--- src/rtl/pad_cell_input_filter.sv ---
// Receive-side pad cell: samples the pad, synchronizes, glitch-filters the level
// and reports one-cycle rise/fall pulses. The pad wire is never driven.
package core_v_mcu_pkg;
    typedef enum logic [1:0] {TOP, BOTTOM, LEFT, RIGHT} pad_side_e;
endpackage

module pad_cell_input_filter #(
    parameter int unsigned               PADATTR       = 16,
    parameter core_v_mcu_pkg::pad_side_e SIDE          = core_v_mcu_pkg::TOP,
    parameter int unsigned               SYNC_STAGES   = 2,
    parameter int unsigned               FILTER_CYCLES = 4,
    parameter int unsigned               PADATTR_RND   = (PADATTR == 0) ? 1 : PADATTR
) (
    input  logic                   clk_i,
    input  logic                   rst_i,
    inout  wire                    pad_io,
    input  logic [PADATTR_RND-1:0] pad_attributes_i,
    output logic                   pad_in_o,
    output logic                   pad_rise_o,
    output logic                   pad_fall_o
);

    localparam int unsigned CNT_W = (FILTER_CYCLES > 1) ? $clog2(FILTER_CYCLES) : 1;
    localparam logic [CNT_W-1:0] CNT_LAST = CNT_W'(FILTER_CYCLES - 1);
    localparam bit SIDE_UNUSED = (SIDE == core_v_mcu_pkg::TOP);

    if (SYNC_STAGES < 2) begin : g_err_sync
        $error("pad_cell_input_filter: SYNC_STAGES must be >= 2");
    end
    if (FILTER_CYCLES < 1) begin : g_err_filter
        $error("pad_cell_input_filter: FILTER_CYCLES must be >= 1");
    end

    // Zero-extend so the bypass/invert bits exist even for a 1-bit attribute port.
    logic [PADATTR_RND+1:0] attr_ext;
    logic                   bypass;
    logic                   invert;
    logic                   unused_attr;

    assign attr_ext    = {2'b00, pad_attributes_i};
    assign bypass      = attr_ext[0];
    assign invert      = attr_ext[1];
    assign unused_attr = ^attr_ext[PADATTR_RND+1:2];

    assign pad_io = 1'bz;

    logic raw;
    assign raw = (pad_io === 1'b1) ^ invert;

    logic [SYNC_STAGES-1:0] sync_q, sync_d;
    logic [CNT_W-1:0]       cnt_q, cnt_d;
    logic                   q_q, q_d;
    logic                   q_prev_q;
    logic                   s;

    assign s = sync_q[SYNC_STAGES-1];

    always_comb begin
        sync_d = {sync_q[SYNC_STAGES-2:0], raw};
        cnt_d  = '0;
        q_d    = q_q;
        if (bypass) begin
            q_d = s;
        end else if (s != q_q) begin
            // A mismatch must persist FILTER_CYCLES consecutive edges to be accepted.
            if (cnt_q == CNT_LAST) begin
                q_d = s;
            end else begin
                cnt_d = cnt_q + CNT_W'(1);
            end
        end
    end

    always_ff @(posedge clk_i or posedge rst_i) begin
        if (rst_i) begin
            sync_q   <= '0;
            cnt_q    <= '0;
            q_q      <= 1'b0;
            q_prev_q <= 1'b0;
        end else begin
            sync_q   <= sync_d;
            cnt_q    <= cnt_d;
            q_q      <= q_d;
            q_prev_q <= q_q;
        end
    end

    assign pad_in_o   = q_q;
    assign pad_rise_o = q_q & ~q_prev_q;
    assign pad_fall_o = ~q_q & q_prev_q;

endmodule

--- config.mk ---
export PLATFORM = sky130hd
export DESIGN_NAME = pad_cell_input_filter
export DESIGN_NICKNAME = d
export VERILOG_FILES = /design/src/rtl/pad_cell_input_filter.sv
export SDC_FILE = /design/constraint.sdc
export NUM_CORES = 1
export LEC_CHECK = 0
export ABC_AREA = 1
export CORE_AREA = 2 2 39 41
export CTS_CLUSTER_DIAMETER = 60
export DETAILED_ROUTE_END_ITERATION = 10
export DIE_AREA = 0 0 41 43
export DONT_BUFFER_PORTS = 1
export PLACE_DENSITY = 0.37
export SLEW_MARGIN = 20
export SYNTH_ARGS = -nofsm -noshare
export SYNTH_HDL_FRONTEND = slang
export SYNTH_SLANG_ARGS = --single-unit
--- constraint.sdc ---
create_clock -name clk_i -period 1.01 [get_ports clk_i]
set_input_delay 0.202 -clock clk_i [delete_from_list [all_inputs] [get_ports clk_i]]
set_output_delay 0.202 -clock clk_i [all_outputs]
set_load 0.01 [all_outputs]
==> impl_metrics.sql <==
INSERT INTO impl_metrics (metric_group, metric, value, unit) VALUES
('detailed_routing', 'wl_per_cell', '7.460', 'um'),
('setup_path', 'sequence_of_cells_on_the_critical_path', 'buf_4', ''),
('setup_path', 'cp.buffers_inverters', '1', ''),
('detailed_routing', 'detailedRoute.firstPassIterationCount', '2', ''),
('power', 'power-per-cell-area', '1667', 'nW/um^2'),
('worst_hold_path', 'min_to', 'cnt_q[1]', ''),
('synthesis', 'ys_top_cells_by_area', 'sky130_fd_sc_hd__dfrtp_1 60%, sky130_fd_sc_hd__nand2_1 9.0%, sky130_fd_sc_hd__inv_1 7.5%', ''),
('sta', 'timing.final.hold_violations', '0', ''),
('power', 'maximum_vdd_drop', '0.0008698', 'V'),
('final_layout', 'final_cell_count_no_fill', '50', ''),
('setup_path', 'required_time_of_the_critical_path', '0.81', 'ns'),
('power', 'total_power', '0.5631', 'mW'),
('sta', 'fin_worst_skew', '0.002415', 'ns'),
('place', 'io_buffer_count', '0', ''),
('run_status', 'violations_in_the_final_reports', 'negative setup slack', ''),
('setup_path', 'startpoint_type', 'register', ''),
('global_route', 'grt_overflow', '0', ''),
('clock_network', 'cts_sinks', '6', ''),
('synthesis', 'synth_edf_count', '0', ''),
('place', 'placement.setup.worst_slack', '0.09020', 'ns'),
('sta', 'setup_viol', '2', ''),
('clock_network', 'worstSkewPairLatency', '0.24', 'ns'),
('worst_hold_path', 'timing.hold.worst_path_depth', '3', ''),
('synthesis', 'post-synth-top-area-fraction', '60.30', '%'),
('place', 'routabilityCongestion', '0.7048', ''),
('floorplan', 'placement_row_count', '14', ''),
('synthesis', 'synth_cells', '28', ''),
('global_route', 'number_of_antenna_violations_at_the_first_check_in_global_routing', '0', ''),
('synthesis', 'synth_ff_type', 'sky130_fd_sc_hd__dfrtp_1', ''),
('detailed_routing', 'vias_per_cell', '3.580', ''),
('synthesis', 'synth_area', '249.0', 'um^2'),
('sta', 'setup_ws', '-0.01913', 'ns'),
('floorplan', 'floorplan.initialDensity', '17.99', '%'),
('sta', 'period_minus_slack', '1.029', 'ns'),
('global_route', 'overall_routing_resource_usage', '6.256', '%'),
('detailed_routing', 'detail-route-antenna-nets', '0', ''),
('sta', 'final_hold_slack', '0.09743', 'ns'),
('detailed_routing', 'first_iter_violations', '1', ''),
('sta', 'finalCritPeriodShare', '101.9', '%'),
('final_layout', 'antennaDiodeCount', '0', ''),
('clock_network', 'cts_root_buf', 'sky130_fd_sc_hd__clkbuf_4', ''),
('run_status', 'status', 'complete, but fails checks', ''),
('clock_network', 'cts_buffer_depth', '2', ''),
('setup_path', 'cpLargestDelayFamily', 'flip-flops', ''),
('clock_network', 'cts_tree', 'yes', ''),
('synthesis', 'synth_top_cell_by_area', 'sky130_fd_sc_hd__dfrtp_1', ''),
('setup_path', 'criticalPathCategory', 'reg2out', ''),
('synthesis', 'synthTopCellsByCount', '6 x sky130_fd_sc_hd__dfrtp_1, 6 x sky130_fd_sc_hd__nand2_1, 5 x sky130_fd_sc_hd__inv_1, 5 x sky130_fd_sc_hd__nor2_1', ''),
('global_route', 'grt_first_pass_wirelength', '627', 'um'),
('worst_hold_path', 'worst_hold_startpoint', 'pad_attributes_i[0]', ''),
('floorplan', 'core_area', '1384', 'um^2'),
('synthesis', 'mappedNetlistNets', '47', ''),
('worst_hold_path', 'class_of_the_worst_hold_path', 'in2reg', ''),
('detailed_routing', 'drt-total-wl', '373', 'um'),
('clock_network', 'cts.reportedPaths.clkPinSlew', '0.04', 'ns'),
('synthesis', 'async_flop_share', '100.0', '%'),
('place', 'place.detailed.hpwl', '286.3', 'um'),
('setup_path', 'critical_path_arrival', '0.83', 'ns'),
('power', 'power.leakage', '0.1762', 'nW'),
('run', 'max_cap_viol_count', '0', ''),
('sta', 'finalMaxSlewViolations', '0', ''),
('setup_path', 'timing.reg2reg.worst_path_depth', '3', ''),
('floorplan', 'fp.dieH', '43', 'um'),
('place', 'dpl.cell_count', '44', ''),
('final_layout', 'design_area', '337.8', 'um^2'),
('final_layout', 'layout-area-overhead-vs-synth', '35.68', '%'),
('synthesis', 'synth-seq-area-share', '60.30', '%'),
('clock_network', 'numCtsBuffers', '3', ''),
('global_route', 'first_global_vias', '159', ''),
('sta', 'setup_repair_after_global_routing_missed_its_margin', 'true', ''),
('setup_path', 'r2r_start', 'cnt_q[0]', '');
[metrics by stage]
stage | TNS [ns] | util, %
2_1_floorplan | 0 | -
3_3_place_gp | 0 | 19.44
3_5_place_dp | 0 | 19.44
4_1_cts | -0.05782 | 24.23
5_1_grt | -0.1352 | 24.41
6_report | -0.02529 | 24.41
[power by group]
group | total [mW] | internal [mW] | switching [mW] | leakage, nW
logic | 0.0760 | 0.0339 | 0.0421 | 0.0892
registers | 0.276 | 0.261 | 0.0158 | 0.0732
clock network | 0.211 | 0.134 | 0.0770 | 0.0138
[routing by layer]
layer | global-route usage (%) | wire length [um] | up-vias
met2 | 6.875 | 158 | 10
met3 | 8.901 | 68 | 0
met4 | 4.000 | 0 | 0
met5 | 0 | 0 | -
li1 | - | - | 89
met1 | 5.556 | 147 | 80
[cells by family after synthesis]
group | synth area share, %
AO/OA/AOI/OAI | 2.008
adder cells (fa/ha/maj) | 5.024
buffers and inverters | 12.06
flip-flops | 60.30
other | 1.506
AND/OR/NAND/NOR | 19.10
[worst max path at each step]
stage,slack [ns],depth (start not counted),from,to
6_report,-0.02,1,pad_in_o,pad_in_o
5_1_grt,-0.05,1,pad_in_o,pad_in_o
4_1_cts,-0.03,1,pad_in_o,pad_in_o
3_5_place_dp,0.09,4,cnt_q[0],cnt_q[0]
3_3_place_gp,0.09,4,cnt_q[0],cnt_q[0]
2_1_floorplan,0.14,4,cnt_q[0],cnt_q[0]
[final cells by class]
cell class	count	area, um^2
Clock buffer	3	22.52
Tap cell	16	20.02
Multi-Input combinational cell	15	86.33
Inverter	6	22.52
Timing Repair Buffer	4	35.03
Sequential cell	6	151.4
Fill cell	161	1046
[timing repair]
action / 4_1_cts / 5_1_grt
buffers inserted: 1 / 0
endpoints found under the setup margin: 3 / 4
pin swaps: 1 / 1
resized for setup: 6 / 1
endpoints found under the hold margin: 7 / 0
hold buffers: 2 / 0
[registers in the layout (all words and copies together), names as in the netlist]
register  cells
q_prev_q      1
pad_in_o      1
cnt_q         2
sync_q        2
[layout by cell type, fill, tap and decap left out, drive strengths merged]
cell,netlist,layout
ha,1,1
clkbuf,0,3
dlygate4sd3,0,2
nor2,5,5
conb,1,1
dfrtp,6,6
inv,6,6
o21ai,1,1
nand2,7,7
buf,1,2
(Power assumes the default switching activity.)
